===== src/rtl/apb_pkg.sv =====
// Shared types and constants for the core-to-APB bridge.
package apb_pkg;

    localparam int unsigned NUM_SLAVES = 4;

    localparam logic [19:0] SLV0_BASE = 20'h10000;
    localparam logic [19:0] SLV1_BASE = 20'h10001;
    localparam logic [19:0] SLV2_BASE = 20'h10002;
    localparam logic [19:0] SLV3_BASE = 20'h10003;

    localparam logic [31:0] ERR_TIMEOUT_DATA  = 32'hDEAD_BEEF;
    localparam logic [31:0] ERR_UNMAPPED_DATA = 32'h0000_0000;

    typedef enum logic [1:0] {
        StIdle,
        StSetup,
        StAccess,
        StDone
    } state_e;

endpackage


===== src/rtl/apb_addr_decoder.sv =====
// Maps the 4 KiB page of a bus address onto a one-hot APB slave select.
module apb_addr_decoder
    import apb_pkg::*;
(
    input  logic [19:0]           page_i,
    output logic [NUM_SLAVES-1:0] sel_o,
    output logic                  mapped_o
);

    always_comb begin
        sel_o = '0;
        case (page_i)
            SLV0_BASE: sel_o = 4'b0001;
            SLV1_BASE: sel_o = 4'b0010;
            SLV2_BASE: sel_o = 4'b0100;
            SLV3_BASE: sel_o = 4'b1000;
            default:   sel_o = '0;
        endcase
        mapped_o = |sel_o;
    end

endmodule


===== src/rtl/apb_master.sv =====
// Single-outstanding bridge from the core data bus to APB4, with wait-state timeout.
module apb_master
    import apb_pkg::*;
#(
    parameter int unsigned TIMEOUT = 255
) (
    input  logic                     clk,
    input  logic                     reset,
    input  logic                     transfer,
    input  logic                     busWe,
    input  logic [31:0]              busAddr,
    input  logic [31:0]              busWData,
    input  logic [3:0]               Byte_Enable,
    output logic [31:0]              busRData,
    output logic                     ready,
    output logic                     busErr,
    output logic [31:0]              PADDR,
    output logic [31:0]              PWDATA,
    output logic                     PWRITE,
    output logic [3:0]               PSTRB,
    output logic                     PENABLE,
    output logic [NUM_SLAVES-1:0]    PSEL,
    input  logic [NUM_SLAVES*32-1:0] PRDATA,
    input  logic [NUM_SLAVES-1:0]    PREADY
);

    localparam logic [15:0] TimeoutCnt = 16'(TIMEOUT);

    state_e                  state_q;
    logic [31:0]             paddr_q, pwdata_q, rdata_q;
    logic                    pwrite_q, penable_q, ready_q, err_q;
    logic [3:0]              pstrb_q;
    logic [NUM_SLAVES-1:0]   psel_q;
    logic [15:0]             wait_cnt_q;

    logic [NUM_SLAVES-1:0]   dec_sel;
    logic                    dec_mapped;
    logic                    slv_ready;
    logic [31:0]             slv_rdata;

    apb_addr_decoder u_dec (
        .page_i   (busAddr[31:12]),
        .sel_o    (dec_sel),
        .mapped_o (dec_mapped)
    );

    // Only the selected slave's handshake is looked at; the rest are don't-care.
    always_comb begin
        slv_ready = 1'b0;
        slv_rdata = '0;
        for (int i = 0; i < NUM_SLAVES; i++) begin
            if (psel_q[i]) begin
                slv_ready = PREADY[i];
                slv_rdata = PRDATA[i*32 +: 32];
            end
        end
    end

    always_ff @(posedge clk or negedge reset) begin
        if (!reset) begin
            state_q    <= StIdle;
            paddr_q    <= '0;
            pwdata_q   <= '0;
            pwrite_q   <= 1'b0;
            pstrb_q    <= '0;
            psel_q     <= '0;
            penable_q  <= 1'b0;
            ready_q    <= 1'b0;
            err_q      <= 1'b0;
            rdata_q    <= '0;
            wait_cnt_q <= '0;
        end else begin
            case (state_q)
                StIdle: begin
                    if (transfer) begin
                        paddr_q  <= busAddr;
                        pwrite_q <= busWe;
                        pwdata_q <= busWData;
                        pstrb_q  <= busWe ? Byte_Enable : 4'b0000;
                        if (dec_mapped) begin
                            psel_q  <= dec_sel;
                            state_q <= StSetup;
                        end else begin
                            ready_q <= 1'b1;
                            err_q   <= 1'b1;
                            if (!busWe) rdata_q <= ERR_UNMAPPED_DATA;
                            state_q <= StDone;
                        end
                    end
                end
                StSetup: begin
                    penable_q  <= 1'b1;
                    wait_cnt_q <= '0;
                    state_q    <= StAccess;
                end
                StAccess: begin
                    if (slv_ready) begin
                        if (!pwrite_q) rdata_q <= slv_rdata;
                        psel_q    <= '0;
                        penable_q <= 1'b0;
                        ready_q   <= 1'b1;
                        err_q     <= 1'b0;
                        state_q   <= StDone;
                    end else begin
                        wait_cnt_q <= wait_cnt_q + 16'd1;
                        if (wait_cnt_q + 16'd1 == TimeoutCnt) begin
                            if (!pwrite_q) rdata_q <= ERR_TIMEOUT_DATA;
                            psel_q    <= '0;
                            penable_q <= 1'b0;
                            ready_q   <= 1'b1;
                            err_q     <= 1'b1;
                            state_q   <= StDone;
                        end
                    end
                end
                StDone: begin
                    ready_q <= 1'b0;
                    err_q   <= 1'b0;
                    state_q <= StIdle;
                end
                default: state_q <= StIdle;
            endcase
        end
    end

    assign busRData = rdata_q;
    assign ready    = ready_q;
    assign busErr   = err_q;
    assign PADDR    = paddr_q;
    assign PWDATA   = pwdata_q;
    assign PWRITE   = pwrite_q;
    assign PSTRB    = pstrb_q;
    assign PENABLE  = penable_q;
    assign PSEL     = psel_q;

endmodule


===== config.mk =====
export PLATFORM = sky130hd
export DESIGN_NAME = apb_master
export DESIGN_NICKNAME = d
export VERILOG_FILES = /design/src/rtl/apb_pkg.sv /design/src/rtl/apb_addr_decoder.sv /design/src/rtl/apb_master.sv
export SDC_FILE = /design/constraint.sdc
export NUM_CORES = 1
export LEC_CHECK = 0
export ABC_AREA = 1
export BUFFER_PORTS_ARGS = -buffer_cell sky130_fd_sc_hd__buf_2
export CAP_MARGIN = 25
export CORE_MARGIN = 5
export CORE_UTILIZATION = 40
export DETAILED_ROUTE_END_ITERATION = 16
export PLACE_DENSITY = 0.74
export SLEW_MARGIN = 20
export SYNTH_ARGS = -nofsm -noshare
export SYNTH_HDL_FRONTEND = slang
export SYNTH_SLANG_ARGS = --single-unit
export TNS_END_PERCENT = 10

===== constraint.sdc =====
create_clock -name clk -period 5.5 [get_ports clk]
set_input_delay 0.825 -clock clk [delete_from_list [all_inputs] [get_ports clk]]
set_output_delay 0.825 -clock clk [all_outputs]
set_load 0.05 [all_outputs]

==> impl_metrics.toml, run 1 <==
[status]
status = "finished clean"

[clock_network]
cts_resized = 0
cts_hold_buf = 0
cts_sinks = 126
clk_latency_ps = 420
clkTransAtPathRegs_ps = 60
cts_max_level = 4
cts_buffers = 17
post_cts_buffers = 0
clock-root-buffer = "clkbuf_16"
cts_tree = "yes"
cts_buffer_depth = 2

[global_route]
antenna_found_initial = 1
gr-usage-all-layers = 0.232
overflow = 0
grt_pass1_wl_um = 36200
grt_max_degree = 93
grt_pass1_vias = 6954

[route]
via_per_inst = 5.09
ant_nets = 0
drtPass1Iterations = 5
drc = 0
vias = 7002
avgRoutedWirePerCell_um = 16.3
drt_iter0_drc = 406
routed_wl_um = 22500

[power]
powerDensity_nw_per_um2 = 581
peakVddDrop_uv = 386
power.leakage_nw = 4.68

[yosys]
synth_area_um2 = 6630
synth_edf_count = 0
seq_area_frac_synth = 0.475
synth-main-ff-cell = "dfrtp_1"
async_reset_ff_frac = 1.00
synthTopCellsByCount = "365 x nand2_1, 126 x dfrtp_1, 58 x o21ai_0"
ys_ff_latch = 126
synth_area_leaders = "dfrtp_1 48%, nand2_1 21%, o21ai_0 4.4%, a22oi_1 3.6%, nand4_1 3.6%"
avgSynthCellArea_um2 = 7.72
netlist.top_cell.by_area = "dfrtp_1"
yosysWarnings = 0
yosysMostFrequentCell = "nand2_1"
synthDistinctLibCells = 36
yosysTopAreaCellShare = 0.475
synth_cells = 859
syn_nets = 1069

[floorplanning]
die-area_um2 = 19300
start_util = 0.404
dieWidth_um = 139
rows = 47
ios = 312
coreArea_um2 = 16400
chipHeight_um = 139

[hold_path]
whs_path_depth = 2
hold_end = "busRData[7]$_DFFE_PN0P_"
hp-class = "reg2reg"
min-delay-start = "busRData[7]$_DFFE_PN0P_"

[setup_path]
r2r_slack_ps = 2100
cp_max_fo = 26
cp_data_required_time_ps = 5790
crit_type = "reg2reg"
crit_arrival_ps = 3700
crit_path_end_kind = "register"
r2r-start = "state_q[0]$_DFFE_PN0P_"
critPathLaunchType = "register"
rr_worst_depth = 9
r2r_end = "wait_cnt_q[1]$_DFFE_PN0P_"

[run]
maxCapViolations = 0

[sta]
hold_viol_final = 0
period_share = 0.619
rsz0062_at_grt = "false"
slew_violations = 0
relSlewSlack = 0.339
setup_violations = 0
tns_ps = 0
tightest_slew_ps = 991
fmax_mhz = 294
finClkSkew_ps = 6.51
period_minus_slack_ps = 3400

[final_layout]
stdcell_count = 1376
nNetsFinal = 1353
final_layout_size_suffix_gt1_frac = 0.324
antennaDiodeCount = 0
syn_to_final_growth_pct = 32.8
design_area_um2 = 8810

[place]
dp.cells = 1344
place_area_um2 = 8260
dp_hpwl_um = 16500
portBuffers = 311
gp_congestion = 0.955
==> flip-flops by register name (all words and copies together) (netlist names) <==
register / cells
PWDATA: 32
PSTRB: 4
wait_cnt_q: 16
PWRITE: 1
PADDR: 32
PSEL: 4
state_q: 2
PENABLE: 1
busErr: 1
ready: 1
busRData: 32
==> layer usage <==
layer / vias up / GRT usage / share of wire
li1: 3439 / - / -
met1: 3192 / 0.287 / 0.40
met2: 325 / 0.381 / 0.48
met3: 44 / 0.0783 / 0.098
met4: 2 / 0.0808 / 0.022
met5: - / 0 / 0.00058
==> area by class of cell <==
type	instances	area [um^2]
Clock buffer	19	443
Clock inverter	13	106
Fill cell	1588	7600
Inverter	36	138
Multi-Input combinational cell	643	3070
Sequential cell	126	3150
Tap cell	220	275
Timing Repair Buffer	319	1620
==> through the flow <==
stage               setup WS (ps)  hold slack, ps  power [mW]   util
floorplan                    3300             481        3.49      -
global placement             2310             451        4.05  0.503
detailed placement           2140             455        4.10  0.503
CTS                          2080             470        5.15  0.537
global route                 1800             484        5.43  0.537
finish                       2100             465        5.11  0.537
==> placed cells by master (no fill, tap or decap), drive strengths merged <==
cell type / instances
inv: 40
o211ai: 25
nand3: 22
xor2: 2
buf: 319
nand2: 368
dfrtp: 126
a21boi: 1
nor4: 3
a22oi: 32
nand4: 38
nor3: 1
ha: 6
nor2: 34
o22ai: 6
o21bai: 1
clkinvlp: 3
clkinv: 6
clkbuf: 19
or2: 1
and3: 1
o21ai: 68
a21oi: 34
==> worst max-delay path, stage by stage (launching register included) <==
cell and delay (ps):
dfrtp_1 410, inv_1 90, ha_1 370, clkinv_1 740, nor2_4 490, clkinv_1 360, nand2_1 540, inv_1 130
nand2_1 80, o21ai_0 70
==> worst max-delay path by stage <==
stage / slack (ps) / to / startpoint
after floorplan: 3300 / wait_cnt_q[11]$_DFFE_PN0P_ / PSEL[1]$_DFFE_PN0P_
after global placement: 2310 / busRData[7]$_DFFE_PN0P_ / PSEL[3]$_DFFE_PN0P_
after detailed placement: 2140 / wait_cnt_q[1]$_DFFE_PN0P_ / state_q[0]$_DFFE_PN0P_
after CTS: 2080 / wait_cnt_q[1]$_DFFE_PN0P_ / state_q[0]$_DFFE_PN0P_
after global routing: 1800 / wait_cnt_q[1]$_DFFE_PN0P_ / state_q[0]$_DFFE_PN0P_
final: 2100 / wait_cnt_q[1]$_DFFE_PN0P_ / state_q[0]$_DFFE_PN0P_
==> power breakdown <==
group | switching [mW] | internal, mW | total (mW)
combinational | 2.01 | 0.580 | 2.59
sequential | 0.205 | 1.28 | 1.48
clock | 0.443 | 0.596 | 1.04
==> cells by family (layout without fill, tap and decap cells) <==
group,after synthesis,in the layout,synth area share
compound gates,167,167,0.150
xor+xnor,2,2,0.00264
fa+ha+maj,6,6,0.0113
buf+inv,90,387,0.0642
flops,126,126,0.475
simple gates,468,468,0.296
No activity file was read; power rests on OpenSTA's default activity.
==> run 2, diff against run 1 <==
==> constraint.sdc (replaced) <==
create_clock -name clk -period 3.3 [get_ports clk]
set_input_delay 0.495 -clock clk [delete_from_list [all_inputs] [get_ports clk]]
set_output_delay 0.495 -clock clk [all_outputs]
set_load 0.05 [all_outputs]
==> run 2 against run 1 <==
Against the previous run:
- clock skew increased by 1.9 ps
- setup slack got worse by 1600 ps
- maximum frequency increased by 20%
- final area increased by 1.1%
- power increased by 71%
- wire length increased by 0.84%
- clock power increased by 85%
- non-clock buffer count increased by 4
- register-to-register slack got worse by 1600 ps
- sequential power increased by 68%
- hold slack got worse by 290 ps
- sequential share of layout area decreased by 0.39 points
==> impl_metrics.toml, run 2 (same netlist as run 1, synthesis figures left out) <==
[clock_network]
cts_max_level = 4
post_cts_buffers = 0
cts_buffers = 17
clk_latency_ps = 420
clock-root-buffer = "clkbuf_16"
cts_hold_buf = 0
cts_tree = "yes"
cts_resized = 0
cts_buffer_depth = 2
clkTransAtPathRegs_ps = 60
cts_sinks = 126

[sta]
fmax_mhz = 353
relSlewSlack = 0.329
rsz0062_at_grt = "false"
period_minus_slack_ps = 2830
tightest_slew_ps = 1000
tns_ps = 0
finClkSkew_ps = 8.39
period_share = 0.858
setup_violations = 0
slew_violations = 0
hold_viol_final = 0

[route]
drtPass1Iterations = 5
drc = 0
routed_wl_um = 22700
via_per_inst = 5.11
vias = 7055
ant_nets = 0
drt_iter0_drc = 449
avgRoutedWirePerCell_um = 16.4

[power]
sequentialPowerShare = 0.283
comb_power_share = 0.498
power.internal_mw = 4.25
powerDensity_nw_per_um2 = 983
power_switching_share = 0.514
power.leakage_nw = 4.73
clockPowerShare = 0.219
p_switching_mw = 4.50
peakVddDrop_uv = 680
power_mw = 8.75

[global_route]
grt_max_degree = 107
gr-usage-all-layers = 0.229
antenna_found_initial = 1
overflow = 0
grt_pass1_wl_um = 35900
grt_pass1_vias = 6896

[hold_path]
hp-class = "in2async"

[place]
gp_congestion = 0.973
portBuffers = 311
place_area_um2 = 8300
dp.cells = 1348
dp_hpwl_um = 16600

[floorplanning]
chipHeight_um = 139
ios = 312
coreArea_um2 = 16400
start_util = 0.404
dieWidth_um = 139
die-area_um2 = 19300
rows = 47

[status]
status = "finished clean"

[setup_path]
cp_top_family = "simple AND/OR/NAND/NOR gates"
critPathLaunchType = "register"
max_stage_delay_ps = 420
crit_arrival_ps = 3130
critPathBufInv = 1
slowest_stage = "dfrtp_1"
cp_max_fo = 38
crit_chain = "ha_1 > nand3_1 > nor2_2 > nand2_1 > nand2_1 > nand2_1 > nor2_1 > nand2_1 > nor2_1 > nand2_1 > nand3_2 > nand2_2 > inv_4 > nand3_4 > nand2_1 > nand2_1"
cp_common_cell = "nand2_1"
crit_type = "reg2reg"
crit_path_end_kind = "register"
cp_data_required_time_ps = 3600

[run]
maxCapViolations = 0

[final_layout]
final_layout_size_suffix_gt1_frac = 0.328
layout_commonest_cell = "nand2_1"
stdcell_count = 1380
design_area_um2 = 8900
antennaDiodeCount = 0
layout_common_cells = "364 x nand2_1, 310 x buf_2, 125 x dfrtp_1"
syn_to_final_growth_pct = 34.3
final_core_util = 0.543
fillers = 1604
nNetsFinal = 1357
## run 2: cell types whose count changed in the layout (fill, tap and decap cells not counted)
cell / before / now
buf_4: 8 / 11
bufinv_16: 0 / 2
buf_6: 1 / 0
inv_8: 0 / 2
clkbuf_1: 1 / 0
clkinvlp_4: 3 / 2
clkinv_2: 1 / 0
clkinv_4: 3 / 4
inv_6: 6 / 5
buf_12: 0 / 1
## run 2: cell type report
cell class / count / area [um^2] / share of cell area
multi-input cells: 643 / 3070 / 0.344
flip-flops and latches: 126 / 3150 / 0.354
well taps: 220 / 275 / 0.0309
clock buffers: 17 / 425 / 0.0478
repair buffers: 323 / 1670 / 0.187
inverters: 36 / 138 / 0.0155
clock inverters: 15 / 176 / 0.0198
## run 2: worst paths after layout
path                                           start                         to  slack, ps  depth (start not counted)
setup / recovery           wait_cnt_q[1]$_DFFE_PN0P_   busRData[12]$_DFFE_PN0P_        470                         16
min in group clk                         busWData[1]      PWDATA[1]$_DFFE_PN0P_        270                          3
hold reg to reg              busRData[9]$_DFFE_PN0P_    busRData[9]$_DFFE_PN0P_        470                          2
setup reg to reg           wait_cnt_q[1]$_DFFE_PN0P_   busRData[12]$_DFFE_PN0P_        470                         16
max in group asynchronous                      reset       PADDR[5]$_DFFE_PN0P_       2380                          2
hold / removal                                 reset  wait_cnt_q[2]$_DFFE_PN0P_        180                          1
## run 2: power groups by stage
stage	Sequential [mW]	Combinational [mW]	Clock, mW
global route	2.55	4.69	2.02
finish	2.48	4.35	1.92
detailed placement	2.46	4.41	0
floorplan	4.23	1.59	0
global placement	2.47	4.32	0
CTS	2.47	4.39	1.95
## run 2: metal layers
metal | GRT usage | share of wire | vias to the layer above
li1 | - | - | 3439
met1 | 0.285 | 0.42 | 3239
met2 | 0.376 | 0.47 | 333
met3 | 0.0786 | 0.098 | 42
met4 | 0.0788 | 0.020 | 2
met5 | 0 | 0.00057 | -
## run 2: metrics by stage
step | hold slack, ps | worst slack [ps]
floorplan | 199 | 1100
global placement | 451 | 567
detailed placement | 456 | 466
CTS | 249 | 461
global route | 258 | 164
finish | 177 | 470
==> run 3, diff against run 2 <==
--- a/config.mk
+++ b/config.mk
@@ -8,9 +8,10 @@
 export ABC_AREA = 1
 export BUFFER_PORTS_ARGS = -buffer_cell sky130_fd_sc_hd__buf_2
 export CAP_MARGIN = 25
-export CORE_MARGIN = 5
+export CORE_MARGIN = 1.5
 export CORE_UTILIZATION = 40
 export DETAILED_ROUTE_END_ITERATION = 16
+export GPL_ROUTABILITY_DRIVEN = 0
 export PLACE_DENSITY = 0.74
 export SLEW_MARGIN = 20
 export SYNTH_ARGS = -nofsm -noshare
==> run 3 against run 2 <==
Against the previous run:
- clock power is 7% lower
- wire length is 5.7% lower
- sequential share of layout area is 0.10 points higher
- non-clock buffer count is 2 higher
- count of clock-buffer cells in the layout is 3 higher
- cell count is 0.22% lower
- setup slack worse by 46 ps
- power is 1.7% lower
- critical path type unchanged
- highest routed layer unchanged
==> impl_metrics.toml, run 3 (same netlist as run 1, synthesis figures left out) <==
[route]
avgRoutedWirePerCell_um = 15.5
routed_wl_um = 21400
drc = 0
drtPass1Iterations = 5
via_per_inst = 5.15
vias = 7098
drt_iter0_drc = 467
ant_nets = 0

[place]
dp.cells = 1345
dp_hpwl_um = 15700
portBuffers = 311

[power]
clockPowerShare = 0.208
power.internal_mw = 4.20
comb_power_share = 0.503
power_mw = 8.60
peakVddDrop_uv = 756
p_switching_mw = 4.40
sequentialPowerShare = 0.289
powerDensity_nw_per_um2 = 969
power.leakage_nw = 4.72
power_switching_share = 0.511

[final_layout]
layout_common_cells = "364 x nand2_1, 310 x buf_2, 125 x dfrtp_1"
layout_commonest_cell = "nand2_1"
syn_to_final_growth_pct = 33.9
antennaDiodeCount = 0
stdcell_count = 1377
nNetsFinal = 1359
regArea_um2 = 3150
multi_input_area_um2 = 3060
final_layout_size_suffix_gt1_frac = 0.327
fillers = 1519

[setup_path]
rr_worst_depth = 14
r2r-start = "wait_cnt_q[1]$_DFFE_PN0P_"
crit_type = "reg2reg"
slowest_stage = "dfrtp_1"
cp_max_fo = 33
cp_data_required_time_ps = 3600
r2r_slack_ps = 420
cp_top_family = "simple AND/OR/NAND/NOR gates"
crit_path_end_kind = "register"
crit_arrival_ps = 3180
max_stage_delay_ps = 450
crit_chain = "ha_1 > nand2_2 > nor2_4 > nand3_1 > nor2_1 > xor2_1 > nor2_1 > nand2_1 > nand2_1 > nand3_2 > buf_4 > nand3_4 > nand2_1 > nand2_1"
critPathLaunchType = "register"
cp_common_cell = "nand2_1"
r2r_end = "busRData[31]$_DFFE_PN0P_"
critPathBufInv = 1

[clock_network]
cts_hold_buf = 0
cts_max_level = 4
clock-root-buffer = "clkbuf_16"
cts_buffer_depth = 2
cts_resized = 0
clkTransAtPathRegs_ps = 60
post_cts_buffers = 0
clk_latency_ps = 420
cts_sinks = 126
cts_tree = "yes"
cts_buffers = 17

[global_route]
grt_max_degree = 77
grt_pass1_vias = 6784
grtUsageMet2 = 0.413
overflow = 0
grt_busiest_layer = "met2"
antenna_found_initial = 1
gr-usage-all-layers = 0.246
met1_usage = 0.305
grt_pass1_wl_um = 34100
grt_use_met3 = 0.0719

[sta]
relSlewSlack = 0.459
hold_viol_final = 0
finClkSkew_ps = 9.88
slew_violations = 0
period_share = 0.871
tightest_slew_ps = 806
period_minus_slack_ps = 2880
setup_violations = 0
rsz0062_at_grt = "false"
fmax_mhz = 348
tns_ps = 0

[floorplanning]
coreArea_um2 = 16100
dieWidth_um = 132
start_util = 0.413
ios = 312
chipHeight_um = 132
rows = 46
die-area_um2 = 17400

[status]
status = "finished clean"

[hold_path]
hp-class = "in2async"

[run]
maxCapViolations = 0
## run 3: final cells by class
type	instances	area share
well taps	216	0.0304
multi-input cells	643	0.345
flip-flops and latches	126	0.355
inverters	36	0.0155
clock inverters	11	0.0125
repair buffers	325	0.190
clock buffers	20	0.0514
## run 3: power groups by stage
| stage | registers [mW] | clock network [mW] | logic, mW |
|---|---|---|---|
| floorplan | 4.23 | 0 | 1.59 |
| global placement | 2.47 | 0 | 4.28 |
| detailed placement | 2.48 | 0 | 4.34 |
| CTS | 2.48 | 1.82 | 4.33 |
| global route | 2.55 | 1.90 | 4.65 |
| finish | 2.49 | 1.79 | 4.32 |
## run 3: metal layers
layer	vias up	part of all wire	wire, um
met3	26	0.091	1950
li1	3445	-	-
met2	339	0.48	10300
met1	3286	0.41	8800
met5	-	0.00033	7
met4	2	0.017	354
## run 3: worst max path at each step
stage | from | endpoint | slack, ps | depth (start not counted)
floorplan | PSEL[1]$_DFFE_PN0P_ | wait_cnt_q[11]$_DFFE_PN0P_ | 1100 | 11
global placement | wait_cnt_q[1]$_DFFE_PN0P_ | busRData[29]$_DFFE_PN0P_ | 520 | 16
detailed placement | wait_cnt_q[1]$_DFFE_PN0P_ | busRData[31]$_DFFE_PN0P_ | 490 | 16
CTS | wait_cnt_q[1]$_DFFE_PN0P_ | busRData[9]$_DFFE_PN0P_ | 450 | 16
global route | wait_cnt_q[1]$_DFFE_PN0P_ | busRData[8]$_DFFE_PN0P_ | 150 | 16
finish | wait_cnt_q[1]$_DFFE_PN0P_ | busRData[31]$_DFFE_PN0P_ | 420 | 14
## run 3: stage by stage
stage	worst slack, ps	cell area (um^2)	hold slack, ps	util
after floorplan	1100	6630	199	-
after global placement	518	8280	450	0.516
after detailed placement	489	8280	457	0.516
after CTS	446	8850	119	0.551
after global routing	150	8880	136	0.553
final	424	8880	87.9	0.553
